===== config.mk =====
export PLATFORM = sky130hd
export DESIGN_NAME = ro_period_counter
export DESIGN_NICKNAME = d
export VERILOG_FILES = /design/src/rtl/ro_period_counter_pkg.sv /design/src/rtl/ro_period_counter_sync.sv /design/src/rtl/ro_period_counter.sv
export SDC_FILE = /design/constraint.sdc
export NUM_CORES = 1
export LEC_CHECK = 0
export ABC_CLOCK_PERIOD_IN_PS = 3800
export CELL_PAD_IN_SITES_DETAIL_PLACEMENT = 1
export CELL_PAD_IN_SITES_GLOBAL_PLACEMENT = 2
export CORE_MARGIN = 3
export CORE_UTILIZATION = 39
export CTS_BUF_LIST = sky130_fd_sc_hd__clkbuf_8
export CTS_CLUSTER_SIZE = 28
export DETAILED_ROUTE_END_ITERATION = 8
export PLACE_DENSITY = 0.81
export SLEW_MARGIN = 10
export SYNTH_ARGS = -nofsm -noshare
export SYNTH_HDL_FRONTEND = slang
export SYNTH_SLANG_ARGS = --single-unit

===== constraint.sdc =====
create_clock -name CLK_REF -period 3.8 [get_ports CLK_REF]
set_input_delay 1.14 -clock CLK_REF [delete_from_list [all_inputs] [get_ports CLK_REF]]
set_output_delay 1.14 -clock CLK_REF [all_outputs]
set_load 0.02 [all_outputs]

===== src/rtl/ro_period_counter_pkg.sv =====
// rtl/ro_period_counter_pkg.sv - shared state type, default widths and constant helpers for the ring-oscillator period counter
package ro_period_counter_pkg;

    typedef enum logic [1:0] {
        ST_IDLE    = 2'd0,
        ST_ARM     = 2'd1,
        ST_MEASURE = 2'd2,
        ST_DONE    = 2'd3
    } ro_state_t;

    localparam int DEF_DOUT_W = 24;
    localparam int DEF_SEL_W  = 4;
    localparam int DEF_TO_W   = 16;

    // All-ones value of a w-bit counter; callers cast down to their own width.
    function automatic logic [31:0] sat_max(input int w);
        if (w >= 32) begin
            return 32'hFFFF_FFFF;
        end
        return (32'd1 << w) - 32'd1;
    endfunction

endpackage


===== src/rtl/ro_period_counter_sync.sv =====
// rtl/ro_period_counter_sync.sv - two-flop synchroniser plus history flop giving a one-cycle rising-edge pulse
module ro_sync_edge (
    input  logic clk,
    input  logic rst_n,
    input  logic async_in,
    output logic rise
);

    logic s1;
    logic s2;
    logic s3;

    always_ff @(posedge clk or negedge rst_n) begin
        if (!rst_n) begin
            s1 <= 1'b0;
            s2 <= 1'b0;
            s3 <= 1'b0;
        end else begin
            s1 <= async_in;
            s2 <= s1;
            s3 <= s2;
        end
    end

    assign rise = s2 & ~s3;

endmodule


===== src/rtl/ro_period_counter.sv =====
// rtl/ro_period_counter.sv - counts CLK_REF cycles across 2^SEL_CONV_TIME ring-oscillator periods
module ro_period_counter
    import ro_period_counter_pkg::*;
#(
    parameter int DOUT_W = DEF_DOUT_W,
    parameter int SEL_W  = DEF_SEL_W,
    parameter int TO_W   = DEF_TO_W
) (
    input  logic              CLK_REF,
    input  logic              RESET_COUNTERn,
    input  logic              start,
    input  logic [SEL_W-1:0]  SEL_CONV_TIME,
    input  logic              osc_in,
    output logic [DOUT_W-1:0] DOUT,
    output logic              DONE,
    output logic              OVF,
    output logic              TIMEOUT,
    output logic              busy
);

    localparam int PER_W = (2 ** SEL_W) - 1;
    localparam logic [DOUT_W-1:0] REF_MAX = DOUT_W'(sat_max(DOUT_W));
    // Compare against max-1 so the abort lands on the cycle the counter would reach max.
    localparam logic [TO_W-1:0]   TO_LAST = TO_W'(sat_max(TO_W) - 32'd1);

    ro_state_t          state;
    logic [SEL_W-1:0]   sel_q;
    logic [DOUT_W-1:0]  ref_cnt;
    logic [PER_W-1:0]   per_cnt;
    logic [TO_W-1:0]    tmo_cnt;
    logic               osc_edge;

    logic [DOUT_W-1:0]  ref_inc;
    logic               ref_sat;
    logic [PER_W:0]     per_next;
    logic [PER_W:0]     per_goal;

    ro_sync_edge u_sync (
        .clk      (CLK_REF),
        .rst_n    (RESET_COUNTERn),
        .async_in (osc_in),
        .rise     (osc_edge)
    );

    assign ref_sat  = (ref_cnt == REF_MAX);
    assign ref_inc  = ref_sat ? REF_MAX : ref_cnt + DOUT_W'(1);
    // One extra bit so the terminal compare never sees a wrapped period count.
    assign per_next = {1'b0, per_cnt} + (PER_W + 1)'(1);
    assign per_goal = (PER_W + 1)'(1) << sel_q;

    always_ff @(posedge CLK_REF or negedge RESET_COUNTERn) begin
        if (!RESET_COUNTERn) begin
            state   <= ST_IDLE;
            sel_q   <= '0;
            ref_cnt <= '0;
            per_cnt <= '0;
            tmo_cnt <= '0;
            DOUT    <= '0;
            DONE    <= 1'b0;
            OVF     <= 1'b0;
            TIMEOUT <= 1'b0;
            busy    <= 1'b0;
        end else begin
            case (state)
                ST_IDLE, ST_DONE: begin
                    if (start) begin
                        sel_q   <= SEL_CONV_TIME;
                        OVF     <= 1'b0;
                        TIMEOUT <= 1'b0;
                        DONE    <= 1'b0;
                        tmo_cnt <= '0;
                        busy    <= 1'b1;
                        state   <= ST_ARM;
                    end
                end
                ST_ARM: begin
                    if (osc_edge) begin
                        ref_cnt <= '0;
                        per_cnt <= '0;
                        tmo_cnt <= '0;
                        state   <= ST_MEASURE;
                    end else if (tmo_cnt == TO_LAST) begin
                        DOUT    <= '0;
                        TIMEOUT <= 1'b1;
                        DONE    <= 1'b1;
                        busy    <= 1'b0;
                        state   <= ST_DONE;
                    end else begin
                        tmo_cnt <= tmo_cnt + TO_W'(1);
                    end
                end
                ST_MEASURE: begin
                    ref_cnt <= ref_inc;
                    if (ref_sat) begin
                        OVF <= 1'b1;
                    end
                    // An edge on the timeout terminal cycle still counts as oscillator activity.
                    if (osc_edge) begin
                        tmo_cnt <= '0;
                        per_cnt <= per_next[PER_W-1:0];
                        if (per_next == per_goal) begin
                            DOUT  <= ref_inc;
                            DONE  <= 1'b1;
                            busy  <= 1'b0;
                            state <= ST_DONE;
                        end
                    end else if (tmo_cnt == TO_LAST) begin
                        DOUT    <= '0;
                        TIMEOUT <= 1'b1;
                        DONE    <= 1'b1;
                        busy    <= 1'b0;
                        state   <= ST_DONE;
                    end else begin
                        tmo_cnt <= tmo_cnt + TO_W'(1);
                    end
                end
                default: state <= ST_IDLE;
            endcase
        end
    end

endmodule


==> results.json, run 1 <==
{
  "status": "completed",
  "postCtsSetupRepairBufs": 0,
  "cp-end-kind": "register",
  "cts-root-buf": "clkbuf_8",
  "track_usage": 0.194,
  "max_freq_ghz": 0.318,
  "slowest_stage": "dfrtp_1",
  "layout.nets": 615,
  "pwr-share-comb": 0.315,
  "die_h_um": 123,
  "setup_viol": 0,
  "synth_mux_area_frac": 0.0272,
  "synth_seq_cells": 92,
  "insertedDiodeCount": 0,
  "fp.dieArea_mm2": 0.0151,
  "swShare": 0.388,
  "r2r-end": "DOUT[17]",
  "start_util": 0.402,
  "rows": 42,
  "hp-start": "u_sync.s1",
  "internal_power_uw": 1640,
  "hold_buffers": 0,
  "cp_top_family": "simple AND/OR/NAND/NOR gates",
  "max_stage_delay_ns": 0.50,
  "p_sw_uw": 1040,
  "ios": 36,
  "crit_required_ns": 4.07,
  "clk_latency_ns": 0.38,
  "grt_max_degree": 59,
  "core_area_mm2": 0.0133,
  "htreeDepth": 3,
  "path_max_fanout": 24,
  "drc": 0,
  "ys_async_sr_fraction": 1.00,
  "synth_warnings": 0,
  "crit_arrival_ns": 3.42,
  "synth_top_family_by_area": "simple AND/OR/NAND/NOR gates",
  "seqPwrFrac": 0.453,
  "synth_top_area_share": 0.431,
  "drtPass1Iterations": 4,
  "cts_resized": 0,
  "routed_wl_um": 13700,
  "path_class": "register to register",
  "power_uw": 2690,
  "r2r_start": "per_cnt[0]",
  "p_leak_uw": 0.00261,
  "yosysSeqAreaShare": 0.431,
  "routed-via-count": 4372,
  "synth_compound_area_frac": 0.185,
  "cap_violations": 0,
  "dieWidth_um": 123,
  "finalClockSkew_ns": 0.00852,
  "synth_cell_types": 59,
  "crit_chain": "ha_1 > and2_1 > and3_1 > a2111oi_0 > nor4_1 > nand4_1 > o31ai_2 > nand2_2 > a22o_4",
  "grt_antenna_before_repair": 0,
  "rrSetupSlack_ns": 0.65,
  "drtIter0Drc": 131,
  "maxSlewHeadroom": 0.486,
  "synth_most_common_cell": "dfrtp_1",
  "synth_top_area_cell": "dfrtp_1",
  "synth_fp_nets": 597,
  "synth_edf_count": 0,
  "power.share.clock": 0.232,
  "place.gp.congestion": 0.831,
  "rsz0062_at_grt": "false",
  "cts_buffers": 9,
  "power_density_mw_per_mm2": 449,
  "clock-sinks": 92,
  "synth_commonest_cells": "92 x dfrtp_1, 66 x nand2_1, 51 x o21ai_0, 45 x nor2_1, 29 x a22o_1",
  "grt_pass1_vias": 4580,
  "place_hpwl_um": 9330,
  "area_growth_pct": 12.0,
  "fillCellCount": 1540,
  "whs_path_depth": 0,
  "tightest_slew_ns": 0.770,
  "whs_endpoint": "u_sync.s2",
  "worst_r2r_path_depth": 9,
  "clock_tree.buffer_depth": 2,
  "max-vdd-ir-drop_v": 0.000333,
  "synthesis.area_mm2": 0.00534,
  "wl_per_cell_um": 17.5,
  "yosys.area_share.adder": 0.0164,
  "hp-class": "register to register",
  "grt_pass1_wl_um": 23300,
  "clk_pin_slew_worst_paths_ns": 0.09,
  "antenna_left": 0,
  "ys.flop_type": "dfrtp_1",
  "cp-start-kind": "register",
  "critPathBufInv": 0,
  "yosys.area_share.simple": 0.225,
  "avgSynthCellArea_um2": 9.18,
  "synth.area.top_cells": "dfrtp_1 43%, o21ai_0 4.8%, a22o_1 4.8%",
  "synthXorXnorAreaFrac": 0.0721,
  "drv_slew": 0,
  "grt.overflow.total": 0,
  "drive_above_1_share": 0.0793,
  "period_share": 0.829,
  "setup-tns-final_ns": 0,
  "cts_tree": "yes",
  "numPortBuffers": 35,
  "fin_crit_ns": 3.15,
  "via_per_inst": 5.60,
  "final-hold-violation-count": 0,
  "synthCells": 582
}
==> flip-flops by register name (all words and copies together) (netlist names) <==
register and flops:
DONE 1, DOUT 24, OVF 1, TIMEOUT 1
busy 1, per_cnt 15, ref_cnt 24, sel_q 4
state 2, tmo_cnt 16, u_sync.s1 1, u_sync.s2 1
u_sync.s3 1
==> worst register-to-register path: cells and delay by family, from the launching register on <==
kind                     cells  cell delay (ns)
adder cells (fa/ha/maj)      1             0.34
AO/OA/AOI/OAI                3             0.77
AND/OR/NAND/NOR              5             1.44
flip-flops                   1             0.50
==> worst max-delay path by stage <==
stage,start,end,cells after the start
after global placement,per_cnt[0],DOUT[10],9
after global routing,per_cnt[0],DOUT[17],9
final,per_cnt[0],DOUT[17],9
after CTS,per_cnt[0],DOUT[17],9
after detailed placement,start,tmo_cnt[13],7
after floorplan,per_cnt[0],DOUT[17],11
==> cell usage in the layout (no fill, tap or decap), types with 6 or more instances in the layout <==
| cell | instances |
|---|---|
| a21oi_1 | 26 |
| a22o_1 | 29 |
| and3_1 | 17 |
| buf_4 | 7 |
| clkbuf_8 | 10 |
| clkdlybuf4s50_1 | 34 |
| dfrtp_1 | 92 |
| ha_1 | 7 |
| inv_1 | 17 |
| mux2i_1 | 9 |
| nand2_1 | 66 |
| nand2b_1 | 6 |
| nand3_1 | 25 |
| nand4_1 | 11 |
| nor2_1 | 45 |
| nor4_1 | 6 |
| o21ai_0 | 51 |
| o21ai_1 | 7 |
| o22ai_1 | 7 |
| o2bb2ai_1 | 8 |
| xnor2_1 | 26 |
| xor2_1 | 18 |
==> per-layer routing <==
layer | GRT usage | part of all wire | up-vias
li1 | - | - | 2113
met1 | 0.272 | 0.49 | 2185
met2 | 0.305 | 0.47 | 63
met3 | 0.0389 | 0.032 | 11
met4 | 0.0574 | 0.011 | 0
met5 | 0 | 0 | -
==> cell type report <==
| class | count | area (um2) | area share |
|---|---|---|---|
| tap | 176 | 220 | 0.0368 |
| clock buffer | 10 | 138 | 0.0230 |
| clock inverter | 6 | 41.3 | 0.00690 |
| multi-input combinational | 439 | 2810 | 0.470 |
| inverter | 16 | 60.1 | 0.0100 |
| sequential | 92 | 2300 | 0.385 |
| timing repair buffer | 42 | 413 | 0.0690 |
==> metrics by stage <==
step / hold slack, ns / cells / worst slack, ns / cell area, um2 / utilization
after floorplan: 0.331 / 582 / 1.16 / 5340 / -
after global placement: 0.338 / 765 / 0.764 / 5810 / 0.437
after detailed placement: 0.342 / 765 / 0.638 / 5810 / 0.437
after CTS: 0.366 / 781 / 0.643 / 5990 / 0.450
after global routing: 0.371 / 781 / 0.375 / 5990 / 0.450
final: 0.362 / 781 / 0.651 / 5990 / 0.450
==> logic make-up (layout without fill, tap and decap cells) <==
logic type,Yosys count,after routing
adder cells (fa/ha/maj),7,7
XOR/XNOR,44,44
buffers and inverters,51,74
AO/OA/AOI/OAI,151,151
flip-flops,92,92
multiplexers,14,14
AND/OR/NAND/NOR,223,223
==> power groups by stage <==
| stage | combinational [uW] | clock [uW] | sequential, uW |
|---|---|---|---|
| 2_1_floorplan | 651 | 0 | 1150 |
| 3_3_place_gp | 821 | 0 | 1220 |
| 3_5_place_dp | 848 | 0 | 1230 |
| 4_1_cts | 854 | 648 | 1210 |
| 5_1_grt | 952 | 691 | 1240 |
| 6_report | 846 | 624 | 1220 |
Note: power is estimated with default switching activity, not from simulation.
==> run 2: changes to the inputs <==
ABC_CLOCK_PERIOD_IN_PS = 2610   (was 3800)
CORE_UTILIZATION = 35   (was 39)
PLACE_DENSITY = 0.76   (was 0.81)
clock period = 2.61 ns   (was 3.8 ns; I/O delays follow)
==> results.json, run 2 (synthesized netlist as in run 1, its figures left out) <==
{
  "die_h_um": 130,
  "drtIter0Drc": 198,
  "clock-sinks": 92,
  "finalClockSkew_ns": 0.0103,
  "wl_per_cell_um": 17.7,
  "drc": 0,
  "r2r-end": "DOUT[10]",
  "reg_top3": "DOUT x24, ref_cnt x24, tmo_cnt x16",
  "place.gp.congestion": 0.828,
  "clk_pin_slew_worst_paths_ns": 0.09,
  "hold_buffers": 0,
  "fin_util": 0.445,
  "p_leak_uw": 0.00293,
  "rrSetupSlack_ns": 0.05,
  "dieWidth_um": 130,
  "cp-start-kind": "register",
  "clk_latency_ns": 0.38,
  "holdWs_ns": 0.294,
  "grt_antenna_before_repair": 0,
  "numPortBuffers": 35,
  "hp-class": "input port to async pin",
  "power_density_mw_per_mm2": 650,
  "grt_pass1_wl_um": 25200,
  "crit_arrival_ns": 2.83,
  "max-vdd-ir-drop_v": 0.000494,
  "slowest_stage": "dfrtp_2",
  "crit_chain": "buf_4 > nand4b_1 > xor2_2 > xnor2_1 > o31ai_2 > o21ai_2 > o31ai_2 > nand2_2 > buf_12 > a22o_4",
  "fp.dieArea_mm2": 0.0168,
  "insertedDiodeCount": 0,
  "place_hpwl_um": 10400,
  "path_class": "register to register",
  "final-hold-violation-count": 0,
  "layout_common_cells": "84 x dfrtp_1, 66 x nand2_1, 55 x buf_4",
  "grt_pass1_vias": 4969,
  "cp-end-kind": "register",
  "grt.overflow.total": 0,
  "setup_viol": 0,
  "fin_crit_ns": 2.56,
  "core_area_mm2": 0.0148,
  "path_common_cell": "o31ai_2",
  "routed-via-count": 4633,
  "cts_tree": "yes",
  "rows": 44,
  "grt_max_degree": 46,
  "via_per_inst": 5.52,
  "routed_wl_um": 14900,
  "crit_required_ns": 2.88,
  "rsz0062_at_grt": "true",
  "antenna_left": 0,
  "clock_tree.buffer_depth": 2,
  "track_usage": 0.188,
  "maxSlewHeadroom": 0.485,
  "cts-root-buf": "clkbuf_8",
  "worst_r2r_path_depth": 10,
  "start_util": 0.362,
  "r2r_start": "sel_q[0]",
  "max_stage_delay_ns": 0.46,
  "drv_slew": 0,
  "ios": 36,
  "cts_buffers": 9,
  "tightest_slew_ns": 0.773,
  "path_max_fanout": 24,
  "htreeDepth": 3,
  "layout_commonest_cell": "dfrtp_1",
  "status": "completed",
  "cap_violations": 0,
  "area_growth_pct": 23.0,
  "drtPass1Iterations": 4,
  "drive_above_1_share": 0.191,
  "max_freq_ghz": 0.391,
  "period_share": 0.981,
  "layout.nets": 668
}
-- run 2: changes by cell type in the layout (fill, tap and decap cells not counted), sizes merged --
| cell | delta |
|---|---|
| clkinv | -2 |
| inv | -1 |
| buf | +52 |
| clkinvlp | -1 |
| clkbuf | +2 |
-- run 2: routing by layer --
metal  vias up  share of wire  track usage  wire length, um
li1       2223              -            -                -
met1      2352           0.48        0.255             7070
met2        41           0.49        0.309             7280
met3        17          0.019       0.0354              286
met4         0          0.016       0.0532              233
met5         -              0            0                0
-- run 2: how the worst max path moves through the flow --
stage / from / endpoint / slack [ns] / cells after the start
after detailed placement: sel_q[1] / DONE / -0.17 / 10
after global routing: sel_q[0] / DOUT[17] / -0.14 / 10
after floorplan: per_cnt[0] / DOUT[17] / 0.01 / 11
final: sel_q[0] / DOUT[10] / 0.05 / 10
after CTS: sel_q[2] / DOUT[10] / -0.004 / 10
after global placement: sel_q[2] / DONE / -0.07 / 10
-- run 2: layout make-up --
class,count,area (um2)
flip-flops and latches,92,2310
fillers,1702,8190
well taps,184,230
clock buffers,11,151
clock inverters,2,12.5
repair buffers,95,850
multi-input cells,439,2950
inverters,16,60.1
-- run 2: timing repair --
action / CTS / global route
setup buffers: 5 / 10
pin swaps: 5 / 5
resized for setup: 19 / 19
hold endpoints to repair: 0 / 0
endpoints found under the setup margin: 27 / 30
-- run 2: critical path: cells and delay by family (launching register included) --
family / cells / cell delay, ns
xor gates and xnor gates: 2 / 0.36
and+or+nand+nor: 2 / 0.29
buffers and inverters: 2 / 0.37
AOI/OAI and AO/OA: 4 / 0.96
DFF: 1 / 0.46
-- run 2: power by group --
part | switching, uW | total [uW] | internal [uW]
clock network | 501 | 882 | 381
logic | 956 | 1700 | 744
registers | 152 | 1690 | 1540
-- run 2: per-stage QoR --
step	instance area, um2	power, uW	instances	TNS, ns	setup WS (ns)
global route	6570	4580	839	-2.60	-0.141
floorplan	5350	2630	582	0	0.0133
detailed placement	6130	3170	811	-1.36	-0.166
finish	6570	4270	839	0	0.0498
global placement	6130	3110	811	-0.982	-0.0737
CTS	6420	4180	829	-0.00758	-0.00440
==> run 3: changes to the inputs <==
ABC_CLOCK_PERIOD_IN_PS = not set   (was 2610)
CORE_UTILIZATION = 34   (was 35)
MAX_ROUTING_LAYER = met4   (was not set)
SYNTH_HIERARCHICAL = 1   (was not set)
==> results.json, run 3 <==
{
  "hold_buffers": 0,
  "setup_viol": 25,
  "routed-via-count": 5006,
  "rrSetupSlack_ns": -0.11,
  "rows": 45,
  "ys_async_sr_fraction": 1.00,
  "start_util": 0.353,
  "postPlaceCellArea_mm2": 0.00640,
  "cap_violations": 0,
  "area_growth_pct": 28.0,
  "synth_warnings": 6,
  "die_h_um": 133,
  "synth_commonest_cells": "92 x dfrtp_1, 69 x nand2_1, 65 x o21ai_0, 60 x nor2_1, 46 x o21ai_1",
  "max_freq_ghz": 0.368,
  "drc": 0,
  "grt.overflow.total": 0,
  "place.gp.congestion": 0.815,
  "synth_most_common_cell": "dfrtp_1",
  "htreeDepth": 3,
  "p_leak_uw": 0.00288,
  "cts-root-buf": "clkbuf_8",
  "power.share.clock": 0.203,
  "fin_crit_ns": 2.72,
  "synth_cell_types": 61,
  "swShare": 0.380,
  "clock_tree.buffer_depth": 2,
  "status": "complete, but fails checks",
  "grt_max_degree": 37,
  "cp-end-kind": "register",
  "fillCellCount": 1786,
  "grt_pass1_wl_um": 26700,
  "antenna_left": 0,
  "hp-class": "register to register",
  "synth_edf_count": 0,
  "yosysSeqAreaShare": 0.422,
  "synth_top_area_share": 0.422,
  "layout.nets": 731,
  "synth.area.top_cells": "dfrtp_1 42%, o21ai_0 6.0%, xnor2_1 4.8%",
  "layout_commonest_cell": "dfrtp_1",
  "cts_buffers": 9,
  "drive_above_1_share": 0.214,
  "internal_power_uw": 2800,
  "via_per_inst": 5.38,
  "violations": "negative setup slack",
  "multiInputGateArea_mm2": 0.00313,
  "dieWidth_um": 133,
  "clk_latency_ns": 0.38,
  "path_class": "register to register",
  "grt_pass1_vias": 5360,
  "layout_common_cells": "88 x dfrtp_1, 69 x nand2_1, 62 x buf_4",
  "fin_ws_ns": -0.107,
  "synth_top_area_cell": "dfrtp_1",
  "clk_pin_slew_worst_paths_ns": 0.09,
  "place_hpwl_um": 11000,
  "track_usage": 0.189,
  "synthCells": 633,
  "insertedDiodeCount": 0,
  "ios": 36,
  "reg_top3": "DOUT x24, ref_cnt x24, tmo_cnt x16",
  "p_sw_uw": 1710,
  "drv_slew": 0,
  "finalClockSkew_ns": 0.00969,
  "maxSlewHeadroom": 0.512,
  "synthesis.area_mm2": 0.00546,
  "cts_tree": "yes",
  "avgSynthCellArea_um2": 8.63,
  "stdcell_area_mm2": 0.00699,
  "clock-sinks": 92,
  "fp.dieArea_mm2": 0.0176,
  "seq_area_mm2": 0.00231,
  "drtPass1Iterations": 4,
  "power_density_mw_per_mm2": 645,
  "crit_required_ns": 2.91,
  "grt_antenna_before_repair": 0,
  "routed_wl_um": 16400,
  "holdWs_ns": 0.355,
  "tightest_slew_ns": 0.732,
  "wl_per_cell_um": 17.7,
  "numPortBuffers": 35,
  "drtIter0Drc": 191,
  "core_area_mm2": 0.0155,
  "final-hold-violation-count": 0,
  "seqPwrFrac": 0.369,
  "path_max_fanout": 6,
  "pwr-share-comb": 0.428,
  "crit_arrival_ns": 3.02,
  "ys.flop_type": "dfrtp_1",
  "rsz0062_at_grt": "true",
  "period_share": 1.04,
  "synth_fp_nets": 648,
  "max-vdd-ir-drop_v": 0.000227,
  "cp-start-kind": "register",
  "synth_seq_cells": 92
}
run 3: cell families (layout without fill, tap and decap cells):
logic type / after synthesis / in the layout / share of synthesized area
compound gates: 186 / 186 / 0.202
xor+xnor: 45 / 45 / 0.0722
fa+ha+maj: 7 / 7 / 0.0160
buf+inv: 61 / 148 / 0.0499
flops: 92 / 92 / 0.422
mux: 7 / 7 / 0.0137
simple gates: 235 / 235 / 0.225
run 3: power by group through the flow:
stage / clock network [uW] / logic, uW / registers (uW)
after floorplan: 0 / 1040 / 1660
after global placement: 0 / 1570 / 1690
after detailed placement: 0 / 1630 / 1700
after CTS: 944 / 1670 / 1680
after global routing: 1000 / 2130 / 1690
final: 914 / 1930 / 1660
run 3: per-stage QoR:
stage	power, uW	setup TNS (ns)	setup slack [ns]	instances	utilization
6_report	4510	-2.14	-0.107	931	0.451
3_3_place_gp	3260	-0.0889	-0.0239	900	0.413
5_1_grt	4820	-6.12	-0.257	931	0.451
3_5_place_dp	3330	-1.15	-0.0691	900	0.413
2_1_floorplan	2710	0	0.133	633	-
4_1_cts	4290	-0.00233	-0.00233	917	0.428
run 3: final timing paths:
kind,cells past startpoint,startpoint,end
max in group asynchronous,2,RESET_COUNTERn,ref_cnt[17]
min in group asynchronous,1,RESET_COUNTERn,per_cnt[9]
hold reg to reg,0,u_sync/s1,u_sync/s2
hold / removal,0,u_sync/s1,u_sync/s2
setup reg to reg,11,sel_q[1],DOUT[17]
setup / recovery,11,sel_q[1],DOUT[17]
run 3: metal layers:
metal,global-route usage,vias up,routed length [um]
li1,-,2401,-
met1,0.233,2531,7420
met2,0.320,49,8330
met3,0.0228,25,313
met4,0.0693,0,378
met5,-,-,0
run 3: layout make-up:
class / count / share of cell area
Inverter: 22 / 0.0118
Multi-Input combinational cell: 480 / 0.447
Clock inverter: 4 / 0.00268
Timing Repair Buffer: 111 / 0.149
Tap cell: 211 / 0.0378
Sequential cell: 92 / 0.330
Clock buffer: 11 / 0.0217
run 3: critical path, cell delays in order, from the launching register on:
cell	delay [ns]
dfrtp_2	0.46
buf_6	0.14
nor4b_4	0.34
xnor2_2	0.15
xor2_1	0.17
o31ai_2	0.27
nand2_1	0.13
buf_6	0.13
nor3_4	0.26
nand4_4	0.23
buf_6	0.23
o21ai_1	0.13
run 3: repair_timing:
item	in CTS	in global routing
cloned	0	3
hold endpoints to repair	0	0
endpoints found under the setup margin	25	35
gates resized for setup	13	54
pin swaps	5	31
setup buffers	2	11
